### config.mk
export PLATFORM = sky130hd
export DESIGN_NAME = alu_operand_loader
export DESIGN_NICKNAME = d
export VERILOG_FILES = /design/src/rtl/alu_operand_loader.sv
export SDC_FILE = /design/constraint.sdc
export NUM_CORES = 1
export LEC_CHECK = 0
export CORE_UTILIZATION = 30
export DETAILED_ROUTE_END_ITERATION = 10
export GPL_TIMING_DRIVEN = 0
export PLACE_DENSITY_LB_ADDON = 0.12
export SLEW_MARGIN = 20
export SYNTH_ARGS = -nofsm -noshare
export SYNTH_HDL_FRONTEND = slang
export SYNTH_SLANG_ARGS = --single-unit
### constraint.sdc
create_clock -name clk -period 33.6 [get_ports clk]
set_input_delay 6.72 -clock clk [delete_from_list [all_inputs] [get_ports clk]]
set_output_delay 6.72 -clock clk [all_outputs]
set_load 0.01 [all_outputs]
### src/rtl/alu_operand_loader.sv
`timescale 1ns/1ps
// -----------------------------------------------------------------------------
// alu_operand_loader
//
// Collects two 256-bit operands from a narrow beat stream, presents them with a
// latched operation code to an external combinational ALU, captures the ALU
// result one cycle later and streams it back out beat by beat.
//
// Flow: IDLE -(cmd)-> LOAD0 -(BEATS beats)-> LOAD1 -(BEATS beats)-> EXEC
//       -(1 cycle)-> DRAIN -(BEATS beats)-> IDLE
//
// Optional feature (macro ALU_LOADER_CHAIN_EN):
//   When defined, a completed DRAIN marks the result register as reusable.
//   A command with cmd_chain=1 then copies the result into op0 and skips
//   straight to LOAD1. When undefined, cmd_chain is ignored and every command
//   loads both operands.
//
// Parameters:
//   BEAT_W        stream beat width; must divide 256 (BEATS = 256/BEAT_W)
//
// Ports:
//   clk, rst              clock, asynchronous active-high reset
//   cmd_valid/cmd_ready   command handshake (ready only in IDLE)
//   cmd_mode              00 add, 01 and, 10 or, 11 xor (per 8-bit lane)
//   cmd_chain             reuse previous result as op0 (chain build only)
//   in_valid/in_ready/in_data      operand beat stream, lowest beat first
//   alu_op0_value/alu_op1_value    registered operands to the ALU
//   alu_mode                       registered operation code to the ALU
//   alu_result                     combinational ALU output
//   out_valid/out_ready/out_data/out_last   result beat stream
//   busy                  high whenever the FSM is not in IDLE
// -----------------------------------------------------------------------------
module alu_operand_loader #(
    parameter int BEAT_W = 32
) (
    input  logic                clk,
    input  logic                rst,
    input  logic                cmd_valid,
    output logic                cmd_ready,
    input  logic [1:0]          cmd_mode,
    input  logic                cmd_chain,
    input  logic                in_valid,
    output logic                in_ready,
    input  logic [BEAT_W-1:0]   in_data,
    output logic [255:0]        alu_op0_value,
    output logic [255:0]        alu_op1_value,
    output logic [1:0]          alu_mode,
    input  logic [255:0]        alu_result,
    output logic                out_valid,
    input  logic                out_ready,
    output logic [BEAT_W-1:0]   out_data,
    output logic                out_last,
    output logic                busy
);

    localparam int DATA_W = 256;
    localparam int BEATS  = DATA_W / BEAT_W;
    localparam int CNT_W  = (BEATS > 1) ? $clog2(BEATS) : 1;

    localparam logic [CNT_W-1:0]  CNT_ZERO  = CNT_W'(0);
    localparam logic [CNT_W-1:0]  CNT_ONE   = CNT_W'(1);
    localparam logic [CNT_W-1:0]  CNT_LAST  = CNT_W'(BEATS - 1);
    localparam logic [BEAT_W-1:0] BEAT_ZERO = {BEAT_W{1'b0}};

    typedef enum logic [2:0] {
        IDLE  = 3'd0,
        LOAD0 = 3'd1,
        LOAD1 = 3'd2,
        EXEC  = 3'd3,
        DRAIN = 3'd4
    } state_t;

    // State and counters
    state_t             state_r;
    state_t             state_nxt_s;
    logic [CNT_W-1:0]   beat_cnt_r;
    logic [CNT_W-1:0]   beat_cnt_nxt_s;

    // Operand / result storage, kept as beat-sized words so the stream side
    // indexes them directly with the beat counter.
    logic [BEAT_W-1:0]  op0_r    [BEATS];
    logic [BEAT_W-1:0]  op1_r    [BEATS];
    logic [BEAT_W-1:0]  result_r [BEATS];
    logic [1:0]         mode_r;

    // Handshake and decode signals
    logic               cmd_ready_s;
    logic               in_ready_s;
    logic               out_valid_s;
    logic               cmd_fire_s;
    logic               in_fire_s;
    logic               out_fire_s;
    logic               beat_last_s;
    logic               chain_take_s;
    logic [BEAT_W-1:0]  out_data_s;
    logic               out_last_s;

`ifdef ALU_LOADER_CHAIN_EN
    logic               chain_vld_r;

    // A command may reuse the result only once a full DRAIN has completed.
    always_comb begin
        chain_take_s = cmd_chain & chain_vld_r;
    end
`else
    logic               unused_chain_s;

    // Chaining is compiled out; the request input is deliberately dropped.
    always_comb begin
        unused_chain_s = cmd_chain;
        chain_take_s   = 1'b0;
    end
`endif

    // Channel enables are pure state decode, so inactive-channel inputs can
    // never cause a handshake.
    always_comb begin
        cmd_ready_s = (state_r == IDLE);
        in_ready_s  = (state_r == LOAD0) || (state_r == LOAD1);
        out_valid_s = (state_r == DRAIN);
        beat_last_s = (beat_cnt_r == CNT_LAST);
        cmd_fire_s  = cmd_valid & cmd_ready_s;
        in_fire_s   = in_valid  & in_ready_s;
        out_fire_s  = out_valid_s & out_ready;
    end

    // FSM state register
    always_ff @(posedge clk or posedge rst) begin
        if (rst) begin
            state_r    <= IDLE;
            beat_cnt_r <= CNT_ZERO;
        end else begin
            state_r    <= state_nxt_s;
            beat_cnt_r <= beat_cnt_nxt_s;
        end
    end

    // FSM next-state and beat counter
    always_comb begin
        state_nxt_s    = state_r;
        beat_cnt_nxt_s = beat_cnt_r;
        case (state_r)
            IDLE: begin
                if (cmd_fire_s) begin
                    beat_cnt_nxt_s = CNT_ZERO;
                    state_nxt_s    = chain_take_s ? LOAD1 : LOAD0;
                end else begin
                    state_nxt_s    = IDLE;
                end
            end
            LOAD0, LOAD1: begin
                if (in_fire_s) begin
                    if (beat_last_s) begin
                        beat_cnt_nxt_s = CNT_ZERO;
                        state_nxt_s    = (state_r == LOAD0) ? LOAD1 : EXEC;
                    end else begin
                        beat_cnt_nxt_s = beat_cnt_r + CNT_ONE;
                    end
                end else begin
                    state_nxt_s = state_r;
                end
            end
            EXEC: begin
                beat_cnt_nxt_s = CNT_ZERO;
                state_nxt_s    = DRAIN;
            end
            DRAIN: begin
                if (out_fire_s) begin
                    if (beat_last_s) begin
                        beat_cnt_nxt_s = CNT_ZERO;
                        state_nxt_s    = IDLE;
                    end else begin
                        beat_cnt_nxt_s = beat_cnt_r + CNT_ONE;
                    end
                end else begin
                    state_nxt_s = DRAIN;
                end
            end
            default: begin
                beat_cnt_nxt_s = CNT_ZERO;
                state_nxt_s    = IDLE;
            end
        endcase
    end

    // Operation code latch: only a command handshake may change it
    always_ff @(posedge clk or posedge rst) begin
        if (rst) begin
            mode_r <= 2'b00;
        end else if (cmd_fire_s) begin
            mode_r <= cmd_mode;
        end else begin
            mode_r <= mode_r;
        end
    end

    // Operand 0: stream load in LOAD0, or copy of the previous result on chain
    always_ff @(posedge clk or posedge rst) begin
        if (rst) begin
            for (int k = 0; k < BEATS; k++) begin
                op0_r[k] <= BEAT_ZERO;
            end
        end else if (cmd_fire_s && chain_take_s) begin
            for (int k = 0; k < BEATS; k++) begin
                op0_r[k] <= result_r[k];
            end
        end else if (in_fire_s && (state_r == LOAD0)) begin
            op0_r[beat_cnt_r] <= in_data;
        end else begin
            op0_r <= op0_r;
        end
    end

    // Operand 1: stream load in LOAD1
    always_ff @(posedge clk or posedge rst) begin
        if (rst) begin
            for (int k = 0; k < BEATS; k++) begin
                op1_r[k] <= BEAT_ZERO;
            end
        end else if (in_fire_s && (state_r == LOAD1)) begin
            op1_r[beat_cnt_r] <= in_data;
        end else begin
            op1_r <= op1_r;
        end
    end

    // Result capture at the end of the single EXEC cycle
    always_ff @(posedge clk or posedge rst) begin
        if (rst) begin
            for (int k = 0; k < BEATS; k++) begin
                result_r[k] <= BEAT_ZERO;
            end
        end else if (state_r == EXEC) begin
            for (int k = 0; k < BEATS; k++) begin
                result_r[k] <= alu_result[k*BEAT_W +: BEAT_W];
            end
        end else begin
            result_r <= result_r;
        end
    end

`ifdef ALU_LOADER_CHAIN_EN
    // Chain-valid flag: set once a full result has been drained
    always_ff @(posedge clk or posedge rst) begin
        if (rst) begin
            chain_vld_r <= 1'b0;
        end else if (out_fire_s && beat_last_s) begin
            chain_vld_r <= 1'b1;
        end else begin
            chain_vld_r <= chain_vld_r;
        end
    end
`endif

    // Output beat select; held while DRAIN stalls because the counter holds
    always_comb begin
        out_data_s = BEAT_ZERO;
        out_last_s = 1'b0;
        if (state_r == DRAIN) begin
            out_data_s = result_r[beat_cnt_r];
            out_last_s = beat_last_s;
        end else begin
            out_data_s = BEAT_ZERO;
            out_last_s = 1'b0;
        end
    end

    // Pack the beat-word storage into the flat ALU operand buses
    for (genvar g = 0; g < BEATS; g++) begin : g_pack
        assign alu_op0_value[g*BEAT_W +: BEAT_W] = op0_r[g];
        assign alu_op1_value[g*BEAT_W +: BEAT_W] = op1_r[g];
    end

    assign alu_mode  = mode_r;
    assign cmd_ready = cmd_ready_s;
    assign in_ready  = in_ready_s;
    assign out_valid = out_valid_s;
    assign out_data  = out_data_s;
    assign out_last  = out_last_s;
    assign busy      = (state_r != IDLE);

endmodule

==> flow_metrics.tcl, run 1 <==
set metrics [dict create \
    net_switching_power_figure_uw 1150 \
    hold_path_depth 1 \
    power.ir.vdd_worst_v 0.0000382 \
    timing_hold_violations_final 0 \
    synth-warning-count 0 \
    setup.reg_to_reg.worst_slack_ps 31100 \
    synth_compound_gate_area_share_pct 2.10 \
    cts.root.buffer_cell "sky130_fd_sc_hd__clkbuf_16" \
    synthArstFlopShare_pct 100 \
    floorplan.initialDensity_pct 30.3 \
    cts_resized 0 \
    timing.hold.worst_endpoint "alu_op0_value[192]" \
    grt_usage_pct 23.3 \
    synth_most_common_cell "sky130_fd_sc_hd__dfrtp_1" \
    combinational_family_with_the_most_area_after_synthesis "multiplexers" \
    rsz_0062_raised_after_global_routing "no" \
    clk_transition_reported_paths_ps 60 \
    p_seq_share_pct 38.7 \
    post_synth.cell_area_avg_um2 15.9 \
    syn-cell-area_mm2 0.0314 \
    holdCritStartpoint "alu_op0_value[192]" \
    switching_share_pct 31.3 \
    via_count 20800 \
    pin_count 847 \
    hold_class "reg2reg" \
    synth_simple_gate_area_share_pct 1.94 \
    synthDominantCellAreaShare_pct 61.8 \
    cts.hold.buffers_added 0 \
    data_arrival_time_of_the_critical_path_ps 3740 \
    final_layout_size_suffix_gt1_share_pct 33.3 \
    count_of_unresolved_drc_violations_after_routing 0 \
    clkSinkCount 776 \
    grt_overflow_total 0 \
    multi_input_area_mm2 0.0112 \
    worst_hold_check_slack_ps 480 \
    synth_cell_types 56 \
    detail_route.vias_per_cell 4.76 \
    yosys.area_share.adder_pct 0.0797 \
    fp.dieH_um 326 \
    synth.cells.most_frequent "776 x sky130_fd_sc_hd__dfrtp_1, 672 x sky130_fd_sc_hd__mux2_2, 76 x sky130_fd_sc_hd__mux2_1" \
    synth_mux_area_share_pct 31.4 \
    core.rowCount 118 \
    fp.coreArea_mm2 0.104 \
    worst_clock_skew_ps 17.5 \
    timing.critical_path.to_type "primary output" \
    cellPowerDensity_mw_per_mm2 82.4 \
    cts_tree "done" \
    post_cts_buffers 0 \
    synth.ff_latch_count 776 \
    io_buffers 844 \
    run_status "completed" \
    worst_r2r_endpoint "alu_op1_value[251]" \
    seq_area_mm2 0.0194 \
    clock_insertion_delay_worst_skew_ps 660 \
    first_global_vias 22200 \
    nets 3219 \
    number_of_buffers_added_by_the_clock_tree_synthesis_step 90 \
    synth-seq-area-share_pct 61.8 \
    synthDominantAreaCellType "sky130_fd_sc_hd__dfrtp_1" \
    area_delta_synth_final_pct 42.5 \
    clkPwrFrac_pct 26.5 \
    fin_crit_ps 10460 \
    achievable-frequency_mhz 95.6 \
    pwr-share-comb_pct 34.8 \
    syn_nets 2275 \
    critical_path_class "reg2out" \
    tightestPinTransition_ps 1040 \
    cell_internal_pwr_uw 2540 \
    dp.cells 4209 \
    number_of_antenna_violations_at_the_first_check_in_global_routing 31 \
    setup_viol_count_final 0 \
    cts_buffer_depth 3 \
    die_x_um 326 \
    number_of_fillers_in_the_final_layout 9553 \
    max_slew_margin_pct 30.3 \
    ctsHtreeMaxLevel 3 \
    drt_iter0_drc 883 \
    finalCritPeriodShare_pct 31.1 \
    synth-main-ff-cell "sky130_fd_sc_hd__dfrtp_1" \
    drv.max_cap_violation_count 0 \
    global_route_wire_length_before_repair_um 175000 \
    post_synth_main_area_contributors "sky130_fd_sc_hd__dfrtp_1 62%, sky130_fd_sc_hd__mux2_2 24%, sky130_fd_sc_hd__mux2_1 2.7%" \
    drt-pass1-iter-count 5 \
    average_wire_length_per_cell_after_detail_routing_um 28.5 \
    drt.antenna.violating_nets 0 \
    design_power_total_uw 3690 \
    post-dp-hpwl_um 95800 \
    number_of_flops_mapped_to_enable_cells_by_yosys 0 \
    synth_xor_area_share_pct 0.0279 \
    route.final.wire_length_um 125000 \
    report.final.slew_viol_count 0 \
    die_area_mm2 0.106 \
    grt_max_degree 106 \
    post_syn_instances 1977 \
    worstRegToRegCells 6 \
    final_instance_count_excl_fillers 4378 \
    critical_path.startpoint_type "register" \
    gp_congestion 0.847 \
    static_leakage_uw 0.0195 \
    worstReg2RegStart "beat_cnt_r[0]" \
    path_max_fanout 10 \
    worst-endpoint-required_ps 26880 \
]
kinds of logic (layout without fill, tap and decap cells):
kind of cell / after synthesis / count (layout)
AO/OA/AOI/OAI: 93 / 93
XOR/XNOR: 1 / 1
adder cells (fa/ha/maj): 2 / 2
buffers and inverters: 146 / 1160
flip-flops: 776 / 776
multiplexers: 844 / 844
other: 0 / 7
AND/OR/NAND/NOR: 115 / 115
power by group through the flow:
stage          Combinational [µW]  Sequential, µW  Clock [µW]
2_1_floorplan                 582            1480           0
3_5_place_dp                 1300            1440           0
3_3_place_gp                 1290            1430           0
4_1_cts                      1310            1430        1010
5_1_grt                      1360            1460        1040
6_report                     1280            1430         977
layer usage:
layer,track usage [%],vias to the layer above,part of all wire [%]
li1,-,8994,-
met1,26.6,11000,38
met2,41.1,645,51
met3,7.61,183,7.5
met4,6.94,48,2.6
met5,0,-,0.25
worst max path at each step:
stage / startpoint / to / slack [ps] / cells past startpoint
4_1_cts: beat_cnt_r[2] / out_data[5] / 23070 / 7
2_1_floorplan: rst / alu_mode[0] / 5100 / 1
3_3_place_gp: rst / alu_op0_value[81] / -4150 / 2
3_5_place_dp: beat_cnt_r[2] / out_data[5] / 23810 / 7
6_report: beat_cnt_r[2] / out_data[5] / 23140 / 7
5_1_grt: beat_cnt_r[2] / out_data[5] / 23050 / 7
metrics by stage:
step                      utilization, %  cell area (µm²)  setup WS [ps]  TNS [ps]
after floorplan                        -            31400           5100         0
after global placement              40.1            41600          -4150  -3062080
after detailed placement            40.3            41800          23810         0
after global routing                43.2            44700          23050         0
final                               43.2            44800          23140         0
after CTS                           43.2            44700          23070         0
layout by cell type, fill, tap and decap left out, types with 3 or more instances in the layout:
cell type                           n
sky130_fd_sc_hd__clkbuf_1          64
sky130_fd_sc_hd__mux2_1            76
sky130_fd_sc_hd__nand3b_1           4
sky130_fd_sc_hd__o21ai_0            4
sky130_fd_sc_hd__nor2_1            36
sky130_fd_sc_hd__buf_2             63
sky130_fd_sc_hd__clkbuf_16         91
sky130_fd_sc_hd__inv_6              4
sky130_fd_sc_hd__o31a_1             7
sky130_fd_sc_hd__mux2_2           672
sky130_fd_sc_hd__clkdlybuf4s50_1  844
sky130_fd_sc_hd__a22o_1             8
sky130_fd_sc_hd__mux2i_1           40
sky130_fd_sc_hd__nor2b_1            3
sky130_fd_sc_hd__buf_4             33
sky130_fd_sc_hd__nand2_1           32
sky130_fd_sc_hd__clkbuf_8          22
sky130_fd_sc_hd__nand2_2            4
sky130_fd_sc_hd__a32oi_1            8
sky130_fd_sc_hd__mux2_4            30
sky130_fd_sc_hd__buf_16             8
sky130_fd_sc_hd__nor2_2             7
sky130_fd_sc_hd__diode_2            7
sky130_fd_sc_hd__o22ai_1           15
sky130_fd_sc_hd__a22oi_1           17
sky130_fd_sc_hd__and2_1             3
sky130_fd_sc_hd__a21oi_1           20
sky130_fd_sc_hd__nand2b_1           5
sky130_fd_sc_hd__bufinv_16          4
sky130_fd_sc_hd__buf_6              8
sky130_fd_sc_hd__clkinv_2           8
sky130_fd_sc_hd__dfrtp_1          776
sky130_fd_sc_hd__mux4_2            26
sequential cells by signal (all words and copies together) (netlist names):
name,flops
alu_op1_value,256
alu_op0_value,256
result_r,256
alu_mode,2
state_r,3
beat_cnt_r,3
cell type report:
type,count,area share [%]
flip-flops and latches,776,43.4
multi-input cells,1055,24.9
repair buffers,852,19.4
clock buffers,142,6.01
well taps,1380,3.86
plain buffers,141,1.77
clock inverters,20,0.548
inverters,5,0.0643
diodes,7,0.0391
critical path, stage by stage (launching register included):
cell and delay, ps:
sky130_fd_sc_hd__dfrtp_1 350, sky130_fd_sc_hd__buf_2 240, sky130_fd_sc_hd__buf_2 310, sky130_fd_sc_hd__buf_2 460
sky130_fd_sc_hd__buf_2 570, sky130_fd_sc_hd__a32oi_1 230, sky130_fd_sc_hd__a21oi_1 290, sky130_fd_sc_hd__clkdlybuf4s50_1 610
No activity file was read; power rests on OpenSTA's default activity.
==> run 2: changes to the inputs <==
Clock period 33.6 ns to 9.95 ns, I/O delays scaled along.
==> run 2 against run 1 <==
Effect of this change:
- clock power increased to 3.6 times the previous value
- core utilization increased by 0.52 points
- largest cell class unchanged
- via count increased by 0.88%
- wire length decreased by 0.79%
- sequential power increased to 3.4 times the previous value
- register-to-register slack got worse by 24000 ps
- worst setup slack got worse by 19000 ps
- non-clock buffer count increased by 18
- global-route usage decreased by 0.17 points
- die area unchanged
- clock skew increased by 5.1 ps
==> flow_metrics.tcl, run 2 (synthesis gave the netlist of run 1 again) <==
set metrics [dict create \
    grt_overflow_total 0 \
    power.ir.vdd_worst_v 0.000151 \
    critical_path.startpoint_type "register" \
    path_max_fanout 10 \
    mostFrequentLayoutCell "sky130_fd_sc_hd__clkdlybuf4s50_1" \
    final_critical_path_setup_slack_ps 4240 \
    die_area_mm2 0.106 \
    tns_ps 0 \
    crit_path_frequent_cell "sky130_fd_sc_hd__buf_2" \
    via_count 21000 \
    drv.max_cap_violation_count 0 \
    final_layout_size_suffix_gt1_share_pct 34.1 \
    worstPathCellList "buf_2 > buf_2 > buf_2 > buf_2 > a32oi_1 > a21oi_1 > clkdlybuf4s50_1" \
    cts_resized 0 \
    grt_max_degree 36 \
    count_of_unresolved_drc_violations_after_routing 0 \
    data_arrival_time_of_the_critical_path_ps 3720 \
    cts.hold.buffers_added 0 \
    achievable-frequency_mhz 175 \
    hold_class "reg2reg" \
    globalRouteMet3Util_pct 8.06 \
    cts.root.buffer_cell "sky130_fd_sc_hd__clkbuf_16" \
    global_route_wire_length_before_repair_um 173000 \
    clk_transition_reported_paths_ps 60 \
    post-place-ws_ps 4880 \
    cts_tree "done" \
    route.final.wire_length_um 124000 \
    rsz_0062_raised_after_global_routing "no" \
    grt_usage_pct 23.1 \
    clkSinkCount 776 \
    floorplan.initialDensity_pct 30.3 \
    clock_insertion_delay_worst_skew_ps 680 \
    report.final.slew_viol_count 0 \
    pin_count 847 \
    fin_util_pct 43.7 \
    worst_clock_skew_ps 22.6 \
    use_met1_pct 25.8 \
    average_wire_length_per_cell_after_detail_routing_um 28.1 \
    drt-pass1-iter-count 7 \
    design_power_total_uw 12700 \
    cts_buffer_depth 3 \
    fin_crit_ps 5710 \
    critPathSlowestCell "sky130_fd_sc_hd__clkdlybuf4s50_1" \
    crit_path_max_incr_delay_ps 600 \
    detail_route.vias_per_cell 4.77 \
    finalCritPeriodShare_pct 57.4 \
    setup_viol_count_final 0 \
    post-dp-hpwl_um 95800 \
    grtUsageMet2_pct 40.0 \
    core.rowCount 118 \
    static_leakage_uw 0.0198 \
    fp.dieH_um 326 \
    number_of_antenna_violations_at_the_first_check_in_global_routing 35 \
    tightestPinTransition_ps 953 \
    timing_hold_violations_final 0 \
    worst-endpoint-required_ps 7960 \
    die_x_um 326 \
    area_delta_synth_final_pct 44.3 \
    timing.critical_path.to_type "primary output" \
    cellPowerDensity_mw_per_mm2 280 \
    drt.antenna.violating_nets 0 \
    ctsHtreeMaxLevel 3 \
    drt_iter0_drc 851 \
    run_status "completed" \
    critical-path-top-delay-family "buffers and inverters" \
    most-common-layout-cells "844 x sky130_fd_sc_hd__clkdlybuf4s50_1, 776 x sky130_fd_sc_hd__dfrtp_1, 672 x sky130_fd_sc_hd__mux2_2, 90 x sky130_fd_sc_hd__clkbuf_16, 76 x sky130_fd_sc_hd__mux2_1" \
    io_buffers 844 \
    worst_hold_check_slack_ps 486 \
    critical_path_class "reg2out" \
    first_global_vias 22400 \
    cp_num_buf_inv 5 \
    number_of_buffers_added_by_the_clock_tree_synthesis_step 90 \
    max_slew_margin_pct 36.4 \
    post_cts_buffers 0 \
    busiest_layer "met2" \
    nets 3237 \
    gp_congestion 0.822 \
    fp.coreArea_mm2 0.104 \
]
## run 2: cell types whose count changed in the layout (fill, tap and decap cells not counted), sizes merged
cell	delta
bufinv	+7
clkinv	+10
clkbuf	-9
buf	+18
diode	+2
inv	-3
clkinvlp	+1
## run 2: final timing paths
path	start	end	slack [ps]	cells after the start
setup / recovery	beat_cnt_r[2]	out_data[5]	4240	7
hold / removal	alu_op0_value[194]	alu_op0_value[194]	490	1
setup reg to reg	beat_cnt_r[0]	alu_op1_value[248]	7410	6
hold reg to reg	alu_op0_value[194]	alu_op0_value[194]	490	1
max in group asynchronous	rst	result_r[71]	6340	8
min in group asynchronous	rst	alu_op0_value[133]	1810	2
## run 2: layer usage
layer	up-vias	wire [µm]
met3	237	9860
met4	52	4890
met2	734	62600
met5	-	333
met1	11000	46100
li1	9048	-
## run 2: cell type report
cell class | count | area [µm²]
fillers | 9593 | 58400
flip-flops and latches | 776 | 19400
multi-input cells | 1055 | 11200
repair buffers | 870 | 8990
clock buffers | 133 | 2610
well taps | 1380 | 1730
plain buffers | 141 | 793
clock inverters | 35 | 537
inverters | 5 | 25.0
diodes | 9 | 22.5
## run 2: power breakdown
part	leakage [µW]	internal, µW	switching, µW
Clock	0.00156	2120	1380
Sequential	0.00979	4250	562
Combinational	0.00845	2370	2000
Total	0.0198	8740	3940
## run 2: per-stage QoR
step	cell area, µm²	cells
after floorplan	31400	1977
after global placement	41600	4201
after detailed placement	42100	4227
after CTS	45300	4395
after global routing	45300	4402
final	45300	4404
==> run 3: changes to the inputs <==
Clock period 9.95 ns to 5.68 ns, I/O delays scaled along.
==> results of run 3 <==
Same layout as run 2 (identical final DEF). Status: completed.
Main changes from that run: setup slack after placement 4880 ps -> 1470 ps; setup slack after layout 4240 ps -> 824 ps; register-to-register setup slack 7410 ps -> 3140 ps; total power 12700 µW -> 22200 µW; worst IR drop on VDD 0.000151 V -> 0.000265 V
